## src/rtl/apb_cmd_master_if.sv

```systemverilog
// Bundles the command/response port and the APB master-side signals of apb_cmd_master.
// The master modport is the bridge's view. The slave modport is the opposite view, for
// whatever drives commands and models the APB slaves.
interface apb_cmd_master_if;
  // Command / response channel
  logic        cmd_valid;
  logic        cmd_ready;
  logic        cmd_write;
  logic [31:0] cmd_addr;
  logic [31:0] cmd_wdata;
  logic        rsp_valid;
  logic        rsp_ready;
  logic [31:0] rsp_rdata;
  logic        rsp_err;

  // APB bus
  logic [31:0] PADDR;
  logic [31:0] PWDATA;
  logic [15:0] PSEL;
  logic        PENABLE;
  logic        PWRITE;
  logic [31:0] PRDATA;
  logic        PREADY;
  logic        PSLVERR;

  modport master (
    input  cmd_valid, cmd_write, cmd_addr, cmd_wdata, rsp_ready,
    input  PRDATA, PREADY, PSLVERR,
    output cmd_ready, rsp_valid, rsp_rdata, rsp_err,
    output PADDR, PWDATA, PSEL, PENABLE, PWRITE
  );

  modport slave (
    output cmd_valid, cmd_write, cmd_addr, cmd_wdata, rsp_ready,
    output PRDATA, PREADY, PSLVERR,
    input  cmd_ready, rsp_valid, rsp_rdata, rsp_err,
    input  PADDR, PWDATA, PSEL, PENABLE, PWRITE
  );
endinterface

```

## src/rtl/apb_cmd_master.sv

```systemverilog
// apb_cmd_master: bridges a valid/ready command/response port onto an APB master.
// Only one transfer is in flight at a time. A one-hot PSEL[15:0] is decoded from
// cmd_addr[SLV_SEL_LSB +: 4]. An index >= NUM_SLV never touches the bus and returns an
// error response.
// Optional feature: define APB_MST_TIMEOUT_EN to abort an ACCESS phase that has seen
// TIMEOUT cycles without PREADY. The abort returns an error response.
module apb_cmd_master #(
  parameter int unsigned NUM_SLV     = 16,
  parameter int unsigned SLV_SEL_LSB = 12,
  parameter int unsigned TIMEOUT     = 255
) (
  input  logic             PCLK,
  input  logic             PRESETn,
  apb_cmd_master_if.master bus
);

  typedef enum logic [1:0] {StIdle, StSetup, StAccess, StResp} state_e;

  state_e      r_state;
  logic [31:0] r_paddr;
  logic [31:0] r_pwdata;
  logic [15:0] r_psel;
  logic        r_penable;
  logic        r_pwrite;
  logic        r_rsp_valid;
  logic [31:0] r_rsp_rdata;
  logic        r_rsp_err;

`ifdef APB_MST_TIMEOUT_EN
  localparam logic [7:0] TimeoutCnt = 8'(TIMEOUT);
  logic [7:0] r_to_cnt;
`endif

  logic [3:0]  w_idx;
  logic        w_dec_ok;
  logic [15:0] w_sel_onehot;
  logic        w_accept;

  // Slave decode straight from the incoming command, so PSEL is valid in the SETUP cycle
  always_comb begin
    w_idx        = bus.cmd_addr[SLV_SEL_LSB +: 4];
    w_dec_ok     = (32'(w_idx) < NUM_SLV);
    w_sel_onehot = 16'd1 << w_idx;
  end

  // Ready only in IDLE, and forced low while reset is asserted
  assign bus.cmd_ready = (r_state == StIdle) & PRESETn;
  assign w_accept      = bus.cmd_valid & bus.cmd_ready;

  // Transfer FSM. Every bus and response output is a register.
  always_ff @(posedge PCLK) begin
    if (!PRESETn) begin
      r_state     <= StIdle;
      r_paddr     <= '0;
      r_pwdata    <= '0;
      r_psel      <= '0;
      r_penable   <= 1'b0;
      r_pwrite    <= 1'b0;
      r_rsp_valid <= 1'b0;
      r_rsp_rdata <= '0;
      r_rsp_err   <= 1'b0;
`ifdef APB_MST_TIMEOUT_EN
      r_to_cnt    <= '0;
`endif
    end else begin
      unique case (r_state)
        StIdle: begin
          if (w_accept) begin
            r_paddr  <= bus.cmd_addr;
            r_pwdata <= bus.cmd_write ? bus.cmd_wdata : 32'd0;
            r_pwrite <= bus.cmd_write;
            if (w_dec_ok) begin
              r_psel  <= w_sel_onehot;
              r_state <= StSetup;
            end else begin
              // Decode error: answer at once without touching the bus
              r_rsp_valid <= 1'b1;
              r_rsp_err   <= 1'b1;
              r_rsp_rdata <= '0;
              r_state     <= StResp;
            end
          end
        end

        StSetup: begin
          r_penable <= 1'b1;
`ifdef APB_MST_TIMEOUT_EN
          r_to_cnt  <= '0;
`endif
          r_state   <= StAccess;
        end

        StAccess: begin
          if (bus.PREADY) begin
            r_rsp_err   <= bus.PSLVERR;
            r_rsp_rdata <= (!r_pwrite && !bus.PSLVERR) ? bus.PRDATA : 32'd0;
            r_rsp_valid <= 1'b1;
            r_psel      <= '0;
            r_penable   <= 1'b0;
            r_state     <= StResp;
          end
`ifdef APB_MST_TIMEOUT_EN
          else if (r_to_cnt + 8'd1 == TimeoutCnt) begin
            // This wait cycle brings the count to TIMEOUT: abandon the slave
            r_rsp_err   <= 1'b1;
            r_rsp_rdata <= '0;
            r_rsp_valid <= 1'b1;
            r_psel      <= '0;
            r_penable   <= 1'b0;
            r_state     <= StResp;
          end else begin
            r_to_cnt <= r_to_cnt + 8'd1;
          end
`endif
        end

        StResp: begin
          if (bus.rsp_ready) begin
            r_rsp_valid <= 1'b0;
            r_state     <= StIdle;
          end
        end

        default: r_state <= StIdle;
      endcase
    end
  end

  assign bus.PADDR     = r_paddr;
  assign bus.PWDATA    = r_pwdata;
  assign bus.PSEL      = r_psel;
  assign bus.PENABLE   = r_penable;
  assign bus.PWRITE    = r_pwrite;
  assign bus.rsp_valid = r_rsp_valid;
  assign bus.rsp_rdata = r_rsp_rdata;
  assign bus.rsp_err   = r_rsp_err;

endmodule
```

## src/flat_wrapper.sv

```systemverilog
// flat-port wrapper written by rule: the top's interface ports become plain ports
module apb_cmd_master_flat 
#(
  parameter int unsigned NUM_SLV     = 16,
  parameter int unsigned SLV_SEL_LSB = 12,
  parameter int unsigned TIMEOUT     = 255
)
  (PCLK, PRESETn, bus_cmd_valid, bus_cmd_write, bus_cmd_addr, bus_cmd_wdata, bus_rsp_ready, bus_PRDATA, bus_PREADY, bus_PSLVERR, bus_cmd_ready, bus_rsp_valid, bus_rsp_rdata, bus_rsp_err, bus_PADDR, bus_PWDATA, bus_PSEL, bus_PENABLE, bus_PWRITE);
  apb_cmd_master_if bus_i ();
  input  logic PCLK;
  input  logic PRESETn;
  input wire logic [$bits(bus_i.cmd_valid)-1:0] bus_cmd_valid;
  input wire logic [$bits(bus_i.cmd_write)-1:0] bus_cmd_write;
  input wire logic [$bits(bus_i.cmd_addr)-1:0] bus_cmd_addr;
  input wire logic [$bits(bus_i.cmd_wdata)-1:0] bus_cmd_wdata;
  input wire logic [$bits(bus_i.rsp_ready)-1:0] bus_rsp_ready;
  input wire logic [$bits(bus_i.PRDATA)-1:0] bus_PRDATA;
  input wire logic [$bits(bus_i.PREADY)-1:0] bus_PREADY;
  input wire logic [$bits(bus_i.PSLVERR)-1:0] bus_PSLVERR;
  output wire logic [$bits(bus_i.cmd_ready)-1:0] bus_cmd_ready;
  output wire logic [$bits(bus_i.rsp_valid)-1:0] bus_rsp_valid;
  output wire logic [$bits(bus_i.rsp_rdata)-1:0] bus_rsp_rdata;
  output wire logic [$bits(bus_i.rsp_err)-1:0] bus_rsp_err;
  output wire logic [$bits(bus_i.PADDR)-1:0] bus_PADDR;
  output wire logic [$bits(bus_i.PWDATA)-1:0] bus_PWDATA;
  output wire logic [$bits(bus_i.PSEL)-1:0] bus_PSEL;
  output wire logic [$bits(bus_i.PENABLE)-1:0] bus_PENABLE;
  output wire logic [$bits(bus_i.PWRITE)-1:0] bus_PWRITE;
  assign bus_i.cmd_valid = bus_cmd_valid;
  assign bus_i.cmd_write = bus_cmd_write;
  assign bus_i.cmd_addr = bus_cmd_addr;
  assign bus_i.cmd_wdata = bus_cmd_wdata;
  assign bus_i.rsp_ready = bus_rsp_ready;
  assign bus_i.PRDATA = bus_PRDATA;
  assign bus_i.PREADY = bus_PREADY;
  assign bus_i.PSLVERR = bus_PSLVERR;
  assign bus_cmd_ready = bus_i.cmd_ready;
  assign bus_rsp_valid = bus_i.rsp_valid;
  assign bus_rsp_rdata = bus_i.rsp_rdata;
  assign bus_rsp_err = bus_i.rsp_err;
  assign bus_PADDR = bus_i.PADDR;
  assign bus_PWDATA = bus_i.PWDATA;
  assign bus_PSEL = bus_i.PSEL;
  assign bus_PENABLE = bus_i.PENABLE;
  assign bus_PWRITE = bus_i.PWRITE;
  apb_cmd_master #(.NUM_SLV(NUM_SLV), .SLV_SEL_LSB(SLV_SEL_LSB), .TIMEOUT(TIMEOUT)) u_core (.PCLK(PCLK), .PRESETn(PRESETn), .bus(bus_i));
endmodule
```

## config.mk

```make
export PLATFORM = sky130hd
export DESIGN_NAME = apb_cmd_master_flat
export DESIGN_NICKNAME = d
export VERILOG_FILES = /design/src/rtl/apb_cmd_master_if.sv /design/src/rtl/apb_cmd_master.sv /design/src/flat_wrapper.sv
export SDC_FILE = /design/constraint.sdc
export NUM_CORES = 1
export LEC_CHECK = 0
export CORE_AREA = 2 2 108 110
export CTS_CLUSTER_DIAMETER = 80
export DETAILED_ROUTE_END_ITERATION = 8
export DIE_AREA = 0 0 110 112
export GPL_TIMING_DRIVEN = 0
export PLACE_DENSITY = 0.79
export RECOVER_POWER = 25
export REMOVE_ABC_BUFFERS = 1
export SYNTH_ARGS = -nofsm -noshare
export SYNTH_HDL_FRONTEND = slang
export SYNTH_SLANG_ARGS = --single-unit
```

## constraint.sdc

```tcl
create_clock -name PCLK -period 2.1 [get_ports PCLK]
set_input_delay 0.21 -clock PCLK [delete_from_list [all_inputs] [get_ports PCLK]]
set_output_delay 0.21 -clock PCLK [all_outputs]
set_load 0.01 [all_outputs]
```

==> results <==
==> per-layer routing <==
metal | track usage (%) | vias to the layer above | part of all wire, %
li1 | - | 2024 | -
met3 | 10.4 | 17 | 9.3
met2 | 34.0 | 148 | 49
met5 | 0 | - | 0
met1 | 21.6 | 1881 | 40
met4 | 7.17 | 0 | 1.6
==> power groups by stage <==
stage | clock [mW] | combinational (mW) | sequential [mW]
2_1_floorplan | 0 | 0.778 | 2.81
3_3_place_gp | 0 | 1.80 | 2.69
3_5_place_dp | 0 | 1.86 | 2.70
4_1_cts | 2.69 | 1.96 | 2.66
5_1_grt | 2.81 | 2.15 | 2.69
6_report | 2.64 | 1.99 | 2.66
==> cells by family (layout without fill, tap and decap cells) <==
family	count (synthesis)	count (layout)
AND/OR/NAND/NOR	218	218
AO/OA/AOI/OAI	73	73
adder cells (fa/ha/maj)	5	5
buffers and inverters	42	260
multiplexers	18	18
flip-flops	118	118
==> per-stage QoR <==
stage / setup slack (ps) / power, mW
after floorplan: -271 / 3.59
after global placement: -4200 / 4.48
after detailed placement: -374 / 4.57
after CTS: 15.2 / 7.32
after global routing: -0.290 / 7.65
final: 89.6 / 7.29
==> cell usage after synthesis (3+ instances only) <==
cell type  number  share of area [%]
clkbuf_1       17                1.5
dfxtp_1       118                 54
nand2_1       131                 11
a22o_1         32                6.4
buf_1           5               0.43
a21boi_0       35                6.0
nand3_1        71                8.1
buf_4           4               0.69
mux2i_1        18                4.1
nor2b_1         3               0.43
buf_2          11                1.3
inv_1           4               0.34
ha_1            5                1.4
==> registers in the layout, summed over array words and instances (netlist names) <==
name                  flops
u_core.bus.PADDR         32
u_core.bus.PENABLE        1
u_core.bus.PSEL          16
u_core.bus.PWDATA        32
u_core.bus.PWRITE         1
u_core.bus.rsp_err        1
u_core.bus.rsp_rdata     32
u_core.bus.rsp_valid      1
u_core.r_state            2
==> worst register-to-register path: cells and delay by family (launching register included) <==
kind / cells / cell delay (ps)
buffers and inverters: 1 / 130
AND/OR/NAND/NOR: 2 / 740
adder cells (fa/ha/maj): 1 / 280
flip-flops: 1 / 390
AO/OA/AOI/OAI: 1 / 250
==> how the worst min path moves through the flow <==
stage | to | slack (ps) | start | cells after the start
2_1_floorplan | u_core.bus.PADDR[0] | 310 | bus_cmd_addr[0] | 2
3_3_place_gp | u_core.bus.PADDR[7] | 440 | u_core.bus.PADDR[7] | 2
3_5_place_dp | u_core.bus.PADDR[1] | 450 | u_core.bus.PADDR[1] | 2
4_1_cts | u_core.bus.PADDR[11] | 320 | bus_cmd_addr[11] | 3
5_1_grt | u_core.bus.PADDR[17] | 320 | bus_cmd_addr[17] | 3
6_report | u_core.bus.PADDR[11] | 340 | bus_cmd_addr[11] | 3
==> final cells by class <==
type                    instances  area (µm²)  area share, %
clock buffers                  27         493           6.83
clock inverters                 4        45.0          0.624
inverters                       4        15.0          0.208
multi-input cells             314        1840           25.6
flip-flops and latches        118        2360           32.7
well taps                     143         179           2.48
repair buffers                225        2280           31.5
==> repair_timing <==
item	4_1_cts	5_1_grt
setup buffers	3	0
pin swaps	2	0
setup endpoints to repair	86	37
gates resized for setup	2	4
==> run_results.csv <==
group,metric,value,unit
final_layout,final_common_cell,"clkdlybuf4s50_1",
synthesis,yosys.area_share.adder,1.43,%
power,intPower,5.28,mW
global_routing,grtUsageTotal,20.3,%
place,place.gp.congestion,0.763,
die,ios,220,
critical_path,crit_path_end_kind,"primary output",
final_layout,post-route-util,64.6,%
clock_network,cts_htree_levels,4,
route,via_count,4070,
die,core-area,11200,µm²
synthesis,synth_top_family_by_area,"simple AND/OR/NAND/NOR gates",
critical_path,worstPathCellList,"inv_1 > ha_4 > and2_1 > clkdlybuf4s50_1",
die,num_rows,39,
timing,tightest_slew,1240,ps
critical_path,worstReg2RegStart,"u_core.r_state[0]",
clock_network,clock-sinks,118,
synthesis,syn-cell-area,4370,µm²
critical_path,r2r-end,"u_core.bus.rsp_rdata[22]",
critical_path,slowest_delay,550,ps
die,initial_core_util,39.1,%
global_routing,grt_start_max_net_pins,100,
synthesis,synth_flop_cell,"dfxtp_1",
final_layout,final_nets,788,
synthesis,synth-edff-count,0,
power,seq_power_share,36.5,%
critical_path,worstPathArrival,1800,ps
timing,period_needed,2010,ps
synthesis,synth_cells,474,
final_layout,num_antenna_cells,0,
place,placed_area,6610,µm²
place,port-buffer-count,219,
timing,hold_slack,340,ps
power,ir_drop,0.679,mV
final_layout,drive_gt1_share,5.92,%
clock_network,clk_path_buf_depth,2,
final_layout,area_growth,65.1,%
global_routing,grt_pass1_vias,4113,
route,totalWireLength,12.3,mm
timing,slew_headroom,17.0,%
power,pwr-share-clk,36.2,%
die,die_y,112,µm
synthesis,synth_compound_area_share,13.6,%
route,postRouteAntennaNets,0,
run,maxCapViolCount,0,
place,dp.cells,801,
route,dr.pass1.iters,4,
final_layout,design_area,7210,µm²
synthesis,syn_avg_cell_area,9.22,µm²
critical_path,cp_slowest_cell,"clkdlybuf4s50_1",
route,via_per_inst,4.87,
power,power.density,1010,nW/µm²
final_layout,nFillCells,916,
synthesis,ys_ff_latch,118,
run_status,status,"finished clean",
power,p_sw_share,27.5,%
timing,hold_violations,0,
clock_network,root_buffer,"clkbuf_16",
route,drc,0,
timing,slew_viol_final,0,
min_path,hold_path.class,"input pin to register",
critical_path,crit_buf_inv,2,
clock_network,hold_buffers,0,
timing,setup_viol,0,
critical_path,r2r_slack,250,ps
critical_path,start_kind,"register",
clock_network,clkLatencyLatePin,400,ps
timing,fin_crit_sh,95.7,%
place,dp_hpwl,8.33,mm
clock_network,cts_tree,"yes",
global_routing,antenna_found_initial,0,
die,die-area,12300,µm²
critical_path,endpoint,"bus_cmd_ready",
critical_path,reg2regPathDepth,5,
power,share_comb_of_total_power,27.3,%
power,p_sw,2.00,mW
clock_network,cts_buffers,17,
synthesis,ys_seq_area_share,54.1,%
synthesis,yosys.area_share.simple,22.3,%
timing,fin_skew,5.74,ps
critical_path,criticalPathCategory,"register to primary output",
clock_network,clkTransAtPathRegs,50,ps
die,dieWidth,110,µm
critical_path,path_depth,4,
route,detail_route.wl_per_cell,14.7,µm
timing,fmax,0.497,GHz
critical_path,crit_fanout,6,
critical_path,cp_top_family,"buffers and inverters",
global_routing,grt_overflow_total,0,
timing,fin_setup_tns,0,ps
route,detail_route.iter0.violations,176,
final_layout,final_cells,835,
critical_path,timing.critical_path.from,"u_core.r_state[0]",
synthesis,synthDistinctLibCells,29,
synthesis,async_flop_share,0,%
global_routing,grt_pass1_wl,19.6,mm
synthesis,synth_warnings,0,
power,p_leak,2.77,nW
synthesis,muxShareOfSynthArea,4.12,%
synthesis,synth_xor_area_share,0,%
critical_path,required,1890,ps
final_layout,final_cell_mix,"218 x clkdlybuf4s50_1, 131 x nand2_1, 118 x dfxtp_1",
Power figures use the tool's default switching activity.
